==> src/rtl/udp_len_pkg.sv <==
// Shared types for the UDP length meter: default length width, length
// record layout and stage-2 packet FSM states.
package udp_len_pkg;

    localparam int unsigned LEN_W_DEF = 16;

    // Length record as seen by the downstream header builder
    typedef struct packed {
        logic                 err;
        logic [LEN_W_DEF-1:0] len;
    } len_rec_t;

    typedef enum logic {
        IDLE   = 1'b0,
        IN_PKT = 1'b1
    } len_state_e;

endpackage

==> src/rtl/keep_popcount.sv <==
// keep_popcount: byte count of a tkeep vector, one popcount8 per keep byte
// followed by a summation of the per-byte counts. Purely combinational.
// Ports: keep (KEEP_W byte enables), cnt_c (number of enabled bytes).
module keep_popcount #(
    parameter int unsigned KEEP_W = 64,
    parameter int unsigned CNT_W  = $clog2(KEEP_W + 1)
) (
    input  logic [KEEP_W-1:0] keep,
    output logic [CNT_W-1:0]  cnt_c
);

    localparam int unsigned LANES = KEEP_W / 8;

    logic [3:0] lane_cnt [LANES];

    for (genvar g = 0; g < LANES; g++) begin : g_lane
        popcount8 u_pc8 (
            .en      (1'b1),
            .in_bits (keep[g*8 +: 8]),
            .cnt_c   (lane_cnt[g])
        );
    end

    // Sum of lane counts; synthesis balances this into a tree
    always_comb begin
        cnt_c = '0;
        for (int i = 0; i < LANES; i++) begin
            cnt_c = cnt_c + CNT_W'(lane_cnt[i]);
        end
    end

endmodule

==> src/rtl/popcount8.sv <==
// popcount8: number of set bits in one byte, gated by en.
// Ports: en (enable, count forced to 0 when low), in_bits (byte),
//        cnt_c (combinational count 0..8).
module popcount8 (
    input  logic       en,
    input  logic [7:0] in_bits,
    output logic [3:0] cnt_c
);

    always_comb begin
        cnt_c = '0;
        if (en) begin
            for (int i = 0; i < 8; i++) begin
                cnt_c = cnt_c + 4'(in_bits[i]);
            end
        end
    end

endmodule

==> src/rtl/udp_len_meter.sv <==
// udp_len_meter: passive AXI4-Stream tap measuring packet byte lengths.
// Stage 1 registers popcount(tkeep) for each accepted beat; stage 2
// accumulates with saturation and pushes one {err,len} record per packet
// into a first-word-fall-through FIFO read through a valid/ready port.
// Ports: clk, rst (async, active high); s_axis_* observed stream (inputs
// only); m_len_valid/ready/data/err record output; pkt_cnt, drop_cnt stats.
// Build option: UDP_LEN_METER_STATS_EN builds the pkt_cnt/drop_cnt counters;
// without it both are tied to 0.
module udp_len_meter
    import udp_len_pkg::*;
#(
    parameter int unsigned DATA_W     = 512,
    parameter int unsigned KEEP_W     = DATA_W / 8,
    parameter int unsigned LEN_W      = LEN_W_DEF,
    parameter int unsigned FIFO_DEPTH = 4
) (
    input  logic              clk,
    input  logic              rst,
    input  logic              s_axis_tvalid,
    input  logic              s_axis_tready,
    input  logic [KEEP_W-1:0] s_axis_tkeep,
    input  logic              s_axis_tlast,
    output logic              m_len_valid,
    input  logic              m_len_ready,
    output logic [LEN_W-1:0]  m_len_data,
    output logic              m_len_err,
    output logic [31:0]       pkt_cnt,
    output logic [15:0]       drop_cnt
);

    localparam int unsigned CNT_W  = $clog2(KEEP_W + 1);
    localparam int unsigned PTR_W  = $clog2(FIFO_DEPTH);
    localparam int unsigned OCC_W  = PTR_W + 1;
    localparam int unsigned REC_W  = LEN_W + 1;

    // ---------------- stage 1: per-beat byte count ----------------
    logic [CNT_W-1:0] keep_cnt_c;
    logic             beat_q, beat_d;
    logic             last_q, last_d;
    logic [CNT_W-1:0] bytes_q, bytes_d;

    keep_popcount #(.KEEP_W(KEEP_W), .CNT_W(CNT_W)) u_keep_popcount (
        .keep  (s_axis_tkeep),
        .cnt_c (keep_cnt_c)
    );

    always_comb begin
        beat_d  = s_axis_tvalid & s_axis_tready;
        last_d  = beat_d & s_axis_tlast;
        bytes_d = beat_d ? keep_cnt_c : '0;
    end

    always_ff @(posedge clk or posedge rst) begin
        if (rst) begin
            beat_q  <= 1'b0;
            last_q  <= 1'b0;
            bytes_q <= '0;
        end else begin
            beat_q  <= beat_d;
            last_q  <= last_d;
            bytes_q <= bytes_d;
        end
    end

    // ---------------- stage 2: accumulate and enqueue ----------------
    len_state_e       state_q, state_d;
    logic [LEN_W-1:0] acc_q, acc_d;
    logic             sat_q, sat_d;
    logic [LEN_W:0]   sum_c;
    logic [LEN_W-1:0] len_sat_c;
    logic             sat_new_c;
    logic             push_c, push_ok_c, pop_c;

    logic [REC_W-1:0] mem_q [FIFO_DEPTH];
    logic [REC_W-1:0] wr_rec_d;
    logic [PTR_W-1:0] wr_ptr_q, wr_ptr_d;
    logic [PTR_W-1:0] rd_ptr_q, rd_ptr_d;
    logic [OCC_W-1:0] count_q, count_d;
    logic             valid_q, valid_d;

    always_comb begin
        state_d   = state_q;
        acc_d     = acc_q;
        sat_d     = sat_q;

        // Saturating add at LEN_W+1 bits; the carry flags overflow
        sum_c     = {1'b0, acc_q} + (LEN_W + 1)'(bytes_q);
        len_sat_c = sum_c[LEN_W] ? '1 : sum_c[LEN_W-1:0];
        sat_new_c = sat_q | sum_c[LEN_W];
        wr_rec_d  = {sat_new_c, len_sat_c};

        pop_c     = valid_q & m_len_ready;
        push_c    = beat_q & last_q;
        // A same-cycle pop frees the slot the push needs
        push_ok_c = push_c & ((count_q != OCC_W'(FIFO_DEPTH)) | pop_c);

        if (beat_q) begin
            if (last_q) begin
                state_d = IDLE;
                acc_d   = '0;
                sat_d   = 1'b0;
            end else begin
                state_d = IN_PKT;
                acc_d   = len_sat_c;
                sat_d   = sat_new_c;
            end
        end

        wr_ptr_d = push_ok_c ? wr_ptr_q + PTR_W'(1) : wr_ptr_q;
        rd_ptr_d = pop_c     ? rd_ptr_q + PTR_W'(1) : rd_ptr_q;
        count_d  = count_q + OCC_W'(push_ok_c) - OCC_W'(pop_c);
        valid_d  = (count_d != '0);
    end

    always_ff @(posedge clk or posedge rst) begin
        if (rst) begin
            state_q  <= IDLE;
            acc_q    <= '0;
            sat_q    <= 1'b0;
            wr_ptr_q <= '0;
            rd_ptr_q <= '0;
            count_q  <= '0;
            valid_q  <= 1'b0;
            for (int i = 0; i < FIFO_DEPTH; i++) begin
                mem_q[i] <= '0;
            end
        end else begin
            state_q  <= state_d;
            acc_q    <= acc_d;
            sat_q    <= sat_d;
            wr_ptr_q <= wr_ptr_d;
            rd_ptr_q <= rd_ptr_d;
            count_q  <= count_d;
            valid_q  <= valid_d;
            if (push_ok_c) begin
                mem_q[wr_ptr_q] <= wr_rec_d;
            end
        end
    end

    // FWFT head; stays stable until popped
    assign m_len_valid = valid_q;
    assign m_len_data  = mem_q[rd_ptr_q][LEN_W-1:0];
    assign m_len_err   = mem_q[rd_ptr_q][LEN_W];

    // ---------------- statistics ----------------
`ifdef UDP_LEN_METER_STATS_EN
    logic [31:0] pkt_cnt_q, pkt_cnt_d;
    logic [15:0] drop_cnt_q, drop_cnt_d;

    always_comb begin
        pkt_cnt_d  = pkt_cnt_q + 32'(push_c);
        drop_cnt_d = drop_cnt_q;
        if (push_c && !push_ok_c && (drop_cnt_q != 16'hFFFF)) begin
            drop_cnt_d = drop_cnt_q + 16'd1;
        end
    end

    always_ff @(posedge clk or posedge rst) begin
        if (rst) begin
            pkt_cnt_q  <= '0;
            drop_cnt_q <= '0;
        end else begin
            pkt_cnt_q  <= pkt_cnt_d;
            drop_cnt_q <= drop_cnt_d;
        end
    end

    assign pkt_cnt  = pkt_cnt_q;
    assign drop_cnt = drop_cnt_q;
`else
    assign pkt_cnt  = '0;
    assign drop_cnt = '0;
`endif

endmodule

==> config.mk <==
export PLATFORM = sky130hd
export DESIGN_NAME = udp_len_meter
export DESIGN_NICKNAME = d
export VERILOG_FILES = /design/src/rtl/udp_len_pkg.sv /design/src/rtl/keep_popcount.sv /design/src/rtl/popcount8.sv /design/src/rtl/udp_len_meter.sv
export SDC_FILE = /design/constraint.sdc
export NUM_CORES = 1
export LEC_CHECK = 0
export CORE_UTILIZATION = 45
export CTS_CLUSTER_SIZE = 30
export DETAILED_ROUTE_END_ITERATION = 10
export GPL_ROUTABILITY_DRIVEN = 0
export MAX_ROUTING_LAYER = met4
export PLACE_DENSITY = 0.75
export SLEW_MARGIN = 15
export SYNTH_ARGS = -nofsm -noshare
export SYNTH_HDL_FRONTEND = slang
export SYNTH_HIERARCHICAL = 1
export SYNTH_SLANG_ARGS = --single-unit
==> constraint.sdc <==
create_clock -name clk -period 5.75 [get_ports clk]
set_input_delay 1.15 -clock clk [delete_from_list [all_inputs] [get_ports clk]]
set_output_delay 1.15 -clock clk [all_outputs]
set_load 0.005 [all_outputs]
[Yosys cells after proc, flatten, opt, wreduce, memory -nomap -nowiden]
Index checks and enable logic that the tools add are counted.
Widths: inputs -> output; s select.
Storage, ports and cells
  flip-flop bits (word level): 102
  bits in latches: 0
  bits in writable memories: 0
  bits in read-only memories: 0
  input port bits: 70
  output and inout bits: 66
  logic and storage cells: 106
  memories: 0
Cells by class
  add/subtract/negate cells: 68
  multipliers: 0
  div/mod/pow operators: 0
  order comparisons: 3
  eq/ne operators: 1
  shift-type cells: 0
  multiplexer cells: 10
  bitwise gates (word level): 9
  reductions and logical operators: 2
Operators with widths (count)
  $add 4x1->4: 32
  $bwmux 68: 1
  $mux 17: 3
  $add 7x4->7: 6
  $bmux 17 s2: 1
  $demux 17 s2: 1
  $add 3x1->4: 8
  $mux 16: 2
  $add 2x1->3: 8
  $add 16x7->17: 1
  $add 1x1->2: 8
  $mux 7: 1
  $ge 3x3->1 const B: 2
  $not 2->3: 2
  $add 4x4->5: 1
  $and 1x1->1: 5
  $add 2x1->2 const B: 2
  $add 3x1->3: 1
  $lt 3x1->1 const B: 1
  $ne 3x3->1 const B: 1
  $reduce_bool 3->1: 1
  $sub 3x1->3: 1
  $or 1x1->1: 2
  $logic_and 1x1->1: 1
  $mux 1: 1

[Longest topological paths before layout]
Gate-level depths: netlist of the first run.
  depth in word-level cells: 15
  depth in mapped cells: 23
  gate-level depth less buffers: 23

[Cells and area by module]
The synthesis of the first run kept the hierarchy.
Modules (own cells, without submodules)
  udp_len_meter: times used 1, cells an instance 506, area an instance 5257.5 µm², seq. area each 2552.4 µm²
  popcount8: times used 8, cells an instance 24, area an instance 195.2 µm², seq. area each 0.0 µm²
  keep_popcount: times used 1, cells an instance 74, area an instance 738.2 µm², seq. area each 0.0 µm²

[Least setup slack after synthesis of the first run]
No wires, ideal clock.
  path type: input to register
  start: in s_axis_tkeep[56]
  end: reg bytes_q[6]
  setup time: 66 ps
  data arrival time: 6559 ps
  required time: 5684 ps
  slack: -875 ps
  cell stages on the path: 23
  buffers on the path: 0
  cell sequence: fa_1 > inv_1 > fa_1 > fa_1 > inv_1 > ha_1 > inv_1 > fa_1 > xnor2_1 > and2_1 > fa_1 > inv_1 > fa_1 > fa_1 > fa_1 > inv_1 > ha_1 > inv_1 > fa_1 > nor2b_1 > o21ai_0 > nand2b_1 > and3_1
RTL lines
  start, declared: line udp_len_meter.sv:21  | input logic [KEEP_W-1:0] s_axis_tkeep,
  end signal, assigned: line udp_len_meter.sv:61  | bytes_q <= bytes_d;
  end, declared: line udp_len_meter.sv:40  | logic [CNT_W-1:0] bytes_q, bytes_d;

==> impl_metrics.toml, run 1 <==
[run_status]
status = "finished, violations left"
violations = "setup timing"

[die]
start_util_pct = 45.9
die-area_sq_um = 17300
rows = 47
die_w_um = 132
core_sq_um = 16500
ioPinCount = 136
die_y_um = 132

[power_and_ir_drop]
p_total_mw = 3.46
p_sw_mw = 1.27
clkPwrFrac_pct = 19.3
p_sw_share_pct = 36.8
comb_power_share_pct = 52.6
powerDensity_nw_per_um2 = 386
pwr-share-seq_pct = 28.1
vdd_drop_max_mv = 0.276
intPower_mw = 2.19
p_leak_nw = 4.28

[timing]
skew_ns = 0.0123
slew_headroom_pct = 30.8
period_needed_ns = 6.40
fmax_ghz = 0.156
period_share_pct = 111
rsz0062_at_grt = "yes"
hold_violations = 0
worstMarginPinSlew_ns = 1.03
setup_ws_ns = -0.652
drv_slew = 0
setup_violations = 5

[cells_and_area]
final_common_cell = "inv_1"
fillers = 1494
area_delta_synth_final_pct = 18.7
final_cell_mix = "114 x inv_1, 102 x dfrtp_1, 81 x nand2_1, 80 x conb_1, 69 x clkdlybuf4s50_1"
final_cells = 1110
stdcell_area_sq_um = 8970
nets = 1056
final_util_pct = 54.5
diodes = 0
drive_gt1_share_pct = 12.7

[logic_synthesis]
ys_types = 54
syn_inst = 772
synth_simple_gate_area_share_pct = 11.6
synth-edff-count = 0
synth-async-reset-ratio_pct = 100
synthFlopType = "dfrtp_1"
netlist_area_sq_um = 7560
synth_seq_area_share_pct = 33.8
syn_avg_cell_area_sq_um = 9.79
synthAdderAreaFrac_pct = 22.4
synth_compound_area_share_pct = 11.0
yosysWarnings = 6
synth_top_family_by_area = "adder cells"
synth-seq-cells = 102
synthMuxAreaShare_pct = 5.73
synth-xor-area-share_pct = 2.67

[detailed_routing]
vias = 5229
drc = 0
drt_wl_total_mm = 13.4
drt-wirelength-per-cell_um = 12.1
viasPerCell = 4.71
dr.pass1.iters = 5
final_antenna_net_count = 0
drtIter0Drc = 265

[clocking]
cts_buffer_depth = 2
cts_tree = "built"
numCtsBuffers = 9
worstSkewPairLatency_ns = 0.35
clock_sinks = 102
hold_buffers = 0
htree_levels = 3
cts.reportedPaths.clkPinSlew_ns = 0.07
cts-root-buf = "clkbuf_16"

[critical_path]
critPathMaxFanout = 2
critPathKind = "input pin to register"
r2r_start = "beat_q"
worstPathRequired_ns = 5.99
cp-end-kind = "register"
r2r.worst_path.cells = 5
reg2reg_to = "mem_q[42]"
cp-start-kind = "input pin"
rrSetupSlack_ns = 2.76
critPathArrivalTime_ns = 6.64

[flow_run]
maxCapViolCount = 0

[global_route]
grt_max_degree = 79
grt_pass1_wl_mm = 23.9
grt_usage_pct = 17.4
overflow = 0
grt_pass1_vias = 5172
antenna_found_initial = 0

[place]
dp_hpwl_mm = 10.3
dp_cells = 1091
pre_cts_ws_ns = -1.35
placed_cell_area_sq_um = 8630
port-buffer-count = 87

[min_path]
hold_class = "register to register"
hp-start = "mem_q[29]"
whs_endpoint = "mem_q[29]"
holdPathStages = 2
==> cells by family after synthesis <==
| logic type | Yosys count |
|---|---|
| other | 2 |
| AOI/OAI and AO/OA | 136 |
| and+or+nand+nor | 183 |
| muxes | 22 |
| adders and majority gates | 101 |
| xor gates and xnor gates | 23 |
| buffers and inverters | 203 |
| DFF | 102 |
==> Yosys cell counts, types with 2 or more instances <==
| cell type | instances | share of area (%) |
|---|---|---|
| fa_1 | 57 | 15 |
| o21ai_0 | 59 | 3.9 |
| nor3_1 | 2 | 0.13 |
| clkbuf_1 | 16 | 0.79 |
| and2_1 | 23 | 1.9 |
| o21bai_1 | 2 | 0.20 |
| nor4_2 | 3 | 0.50 |
| nand2_1 | 81 | 4.0 |
| xnor2_1 | 18 | 2.1 |
| nand3_1 | 3 | 0.20 |
| nor2_1 | 44 | 2.2 |
| nand2b_1 | 2 | 0.17 |
| a21o_1 | 3 | 0.30 |
| xor2_1 | 5 | 0.58 |
| o211ai_1 | 3 | 0.30 |
| a31oi_1 | 4 | 0.33 |
| o31ai_1 | 4 | 0.40 |
| o2bb2ai_1 | 7 | 0.81 |
| ha_1 | 44 | 7.3 |
| conb_1 | 2 | 0.099 |
| dfrtp_1 | 102 | 34 |
| and3_1 | 8 | 0.66 |
| inv_1 | 129 | 6.4 |
| buf_4 | 50 | 5.0 |
| a21oi_1 | 33 | 2.2 |
| o41ai_1 | 7 | 0.81 |
| buf_2 | 6 | 0.40 |
| mux4_2 | 17 | 5.1 |
| nor2b_1 | 9 | 0.74 |
| mux2i_1 | 5 | 0.66 |
==> final cells by class <==
class                      count  area (sq um)  area share, %
tap                          220           275           3.07
multi-input combinational    545          4420           49.3
clock inverter                 7           105           1.17
timing repair buffer          98           902           10.1
inverter                     129           487           5.43
clock buffer                   9           225           2.51
sequential                   102          2550           28.5
==> routing by layer <==
layer / vias up / wire length, um / track usage (%)
met5: - / 0 / -
met4: 0 / 177 / 4.72
met3: 13 / 651 / 3.40
met2: 140 / 6610 / 27.9
met1: 2483 / 6000 / 22.7
li1: 2593 / - / -
==> worst max path at each step <==
stage	start	endpoint	slack, ns	depth (start not counted)
4_1_cts	s_axis_tkeep[51]	bytes_q[6]	-0.75	24
2_1_floorplan	s_axis_tkeep[19]	bytes_q[3]	-0.60	20
6_report	s_axis_tkeep[25]	bytes_q[6]	-0.65	24
3_3_place_gp	s_axis_tkeep[19]	bytes_q[6]	-1.25	24
5_1_grt	s_axis_tkeep[25]	bytes_q[6]	-0.83	24
3_5_place_dp	s_axis_tkeep[19]	bytes_q[6]	-1.35	24
==> flip-flops by register name (all words and copies together), names as in the netlist <==
signal       flops
sat_q            1
mem_q           68
m_len_valid      1
bytes_q          7
acc_q           16
wr_ptr_q         2
count_q          3
beat_q           1
rd_ptr_q         2
last_q           1
==> stage by stage <==
step           setup TNS, ns  hold slack (ns)
5_1_grt                -3.46            0.503
3_3_place_gp           -6.16            0.457
4_1_cts                -3.10            0.478
3_5_place_dp           -6.72            0.460
6_report               -2.62            0.475
2_1_floorplan          -2.47            0.438
==> power by group through the flow <==
| stage | clock network (mW) | registers [mW] | logic [mW] |
|---|---|---|---|
| 4_1_cts | 0.682 | 0.973 | 1.83 |
| 5_1_grt | 0.705 | 0.993 | 2.14 |
| 6_report | 0.667 | 0.973 | 1.82 |
| 2_1_floorplan | 0 | 0.934 | 1.32 |
| 3_3_place_gp | 0 | 0.980 | 1.70 |
| 3_5_place_dp | 0 | 0.985 | 1.77 |
==> timing repair <==
action,in CTS,in global routing
cloned,0,0
pin swaps,49,38
resized for setup,60,20
setup buffers,2,1
setup endpoints to repair,6,6
==> critical path, stage by stage <==
cell and delay [ns]:
buf_6 0.09, fa_1 0.54, inv_2 0.04, fa_1 0.52, fa_1 0.41, inv_1 0.07
ha_2 0.18, inv_2 0.04, fa_2 0.37, xnor2_1 0.13, and2_4 0.14, fa_2 0.56
inv_2 0.04, fa_2 0.56, fa_2 0.44, fa_2 0.54, inv_2 0.04, ha_4 0.15
inv_2 0.05, fa_2 0.20, nor2b_1 0.05, o21ai_1 0.11, nand2b_1 0.06, and3_1 0.17
(Power assumes the default switching activity.)
==> run 2, diff against run 1 <==
Settings changed: SLEW_MARGIN 15 to not set.
==> results of run 2 <==
Same layout as run 1: the final DEF is identical, and so are final timing and power.
==> run 3, diff against run 2 <==
Settings changed: ABC_AREA set to 1, SKIP_CTS_REPAIR_TIMING set to 1.
==> impl_metrics.toml, run 3 <==
[run_status]
status = "finished, violations left"
violations = "setup timing"

[place]
dp_hpwl_mm = 12.0
port-buffer-count = 87
placed_cell_area_sq_um = 9060

[global_route]
grt_pass1_vias = 6164
overflow = 0
antenna_found_initial = 0
grt_max_degree = 72
grt_pass1_wl_mm = 28.1
grt_usage_pct = 19.9

[power_and_ir_drop]
clkPwrFrac_pct = 15.9
powerDensity_nw_per_um2 = 383
pwr-share-seq_pct = 25.2
p_sw_mw = 1.51
comb_power_share_pct = 58.8
p_sw_share_pct = 41.8
vdd_drop_max_mv = 0.273
p_leak_nw = 5.32
intPower_mw = 2.11

[cells_and_area]
largest-register = "mem_q"
area_delta_synth_final_pct = 18.6
nets = 1328
final_cell_mix = "335 x nand2_1, 188 x inv_1, 102 x dfrtp_1, 80 x conb_1, 69 x clkdlybuf4s50_1"
stdcell_area_sq_um = 9440
final_common_cell = "nand2_1"
reg_top3 = "mem_q x68, acc_q x16, bytes_q x7"
drive_gt1_share_pct = 10.3
diodes = 0
largest_reg_flops = 68

[critical_path]
cpLargestDelayFamily = "adder cells"
cp-start-kind = "input pin"
critPathKind = "input pin to register"
r2r_start = "bytes_q[0]"
path_common_cell = "fa_1"
critPathMaxFanout = 2
reg2reg_to = "acc_q[8]"
slowest_delay_ns = 0.56
r2r.worst_path.cells = 10
crit_chain = "dlymetal6s2s_1 -> fa_1 -> inv_1 -> fa_1 -> fa_1 -> inv_1 -> ha_2 -> inv_2 -> fa_2 -> nand2_1 -> nand2_1 -> nor2_2 -> fa_1 -> inv_2 -> fa_1 -> fa_1 -> fa_1 -> inv_2 -> ha_4 -> inv_2 -> fa_2 -> inv_1 -> inv_1 -> nor2_1"
cp-end-kind = "register"
critPathArrivalTime_ns = 6.57
worstPathRequired_ns = 5.97
cpMaxStageDelayCell = "fa_1"
rrSetupSlack_ns = 3.27
cp_num_buf_inv = 9

[detailed_routing]
drtIter0Drc = 341
final_antenna_net_count = 0
drt_wl_total_mm = 16.8
drt-wirelength-per-cell_um = 12.2
drc = 0
vias = 6411
dr.pass1.iters = 5
viasPerCell = 4.63

[timing]
worstMarginPinSlew_ns = 1.10
skew_ns = 0.00883
whs_ns = 0.474
hold_violations = 0
fmax_ghz = 0.157
rsz0062_at_grt = "yes"
setup_violations = 5
drv_slew = 0
slew_headroom_pct = 26.4
setup_ws_ns = -0.603
period_share_pct = 110
period_needed_ns = 6.35

[logic_synthesis]
synthFlopType = "dfrtp_1"
yosys-top-cells-area = "dfrtp_1 32%, nand2_1 16%, fa_1 14%"
ys_top_cells_by_count = "335 x nand2_1, 203 x inv_1, 102 x dfrtp_1"
syn_inst = 1034
yosysWarnings = 6
netlist_area_sq_um = 7960
synth-edff-count = 0
synth-seq-cells = 102
synth-async-reset-ratio_pct = 100
syn_avg_cell_area_sq_um = 7.70
ys_types = 33
synth_seq_area_share_pct = 32.1
synth_top_cell_area_share_pct = 32.1
yosysTopAreaCell = "dfrtp_1"
synth_most_common_cell = "nand2_1"

[die]
start_util_pct = 46.0
die-area_sq_um = 18200
die_w_um = 135
ioPinCount = 136
rows = 48
die_y_um = 135
core_sq_um = 17300

[flow_run]
maxCapViolCount = 0

[clocking]
worstSkewPairLatency_ns = 0.35
numCtsBuffers = 9
htree_levels = 3
cts-root-buf = "clkbuf_16"
clock_sinks = 102
cts.reportedPaths.clkPinSlew_ns = 0.06
cts_tree = "built"
cts_buffer_depth = 2

[min_path]
holdPathStages = 2
hp-start = "mem_q[19]"
hold_class = "register to register"
whs_endpoint = "mem_q[19]"
[run 3: cell count changes after synthesis, sizes merged, moves of 9 or more]
cell   before  now
nand2      82  344
inv       129  207
nor2       45   84
nand3       3   32
a21oi      34   12
and2       23    2
mux4       17    0
o22ai       0   17
xnor2      18    3
o21ai      59   45
nor2b       9    0
[run 3: cell type report]
class | instances | area [sq um]
clock buffer | 12 | 256
timing repair buffer | 103 | 1000
multi-input combinational | 733 | 4540
fill | 1645 | 7860
tap | 225 | 282
clock inverter | 3 | 20.0
sequential | 102 | 2550
inverter | 208 | 785
[run 3: how the worst max path moves through the flow]
| stage | endpoint | cells past startpoint | startpoint |
|---|---|---|---|
| floorplan | bytes_q[3] | 21 | s_axis_tkeep[40] |
| global placement | bytes_q[3] | 24 | s_axis_tkeep[24] |
| detailed placement | bytes_q[3] | 23 | s_axis_tkeep[40] |
| CTS | bytes_q[3] | 23 | s_axis_tkeep[40] |
| global route | bytes_q[3] | 24 | s_axis_tkeep[48] |
| finish | bytes_q[3] | 24 | s_axis_tkeep[48] |
[run 3: logic make-up after synthesis]
family                   share of synthesized area [%]
AO/OA/AOI/OAI                                     5.50
XOR/XNOR                                         0.550
adder cells (fa/ha/maj)                           21.3
buffers and inverters                             15.8
flip-flops                                        32.1
other                                           0.0944
AND/OR/NAND/NOR                                   24.7
[run 3: per-stage QoR]
step	util [%]	instances	setup TNS [ns]	setup slack, ns	power, mW
finish	54.6	1386	-2.34	-0.603	3.62
global route	54.6	1386	-3.36	-0.801	3.99
CTS	54.0	1384	-3.72	-0.819	3.58
detailed placement	52.4	1369	-6.03	-1.22	2.99
global placement	52.4	1369	-5.21	-1.06	2.92
floorplan	-	1112	-1.84	-0.516	2.42
[run 3: routing by layer]
layer	global-route usage [%]	share of wire, %	vias up
li1	-	-	3197
met1	24.8	43	2989
met2	34.4	50	208
met3	1.91	5.4	17
met4	5.56	1.3	0
met5	-	0	-
[run 3: power by group through the flow]
stage	clock network, mW	registers [mW]	logic [mW]
finish	0.576	0.913	2.13
global route	0.615	0.927	2.45
CTS	0.586	0.912	2.08
detailed placement	0	0.924	2.07
global placement	0	0.919	2.00
floorplan	0	0.887	1.53
[run 3: worst min-delay path, stage by stage (launching register included)]
cell and delay, ns:
dfrtp_1 0.34, nand2_1 0.05, nand2_1 0.05
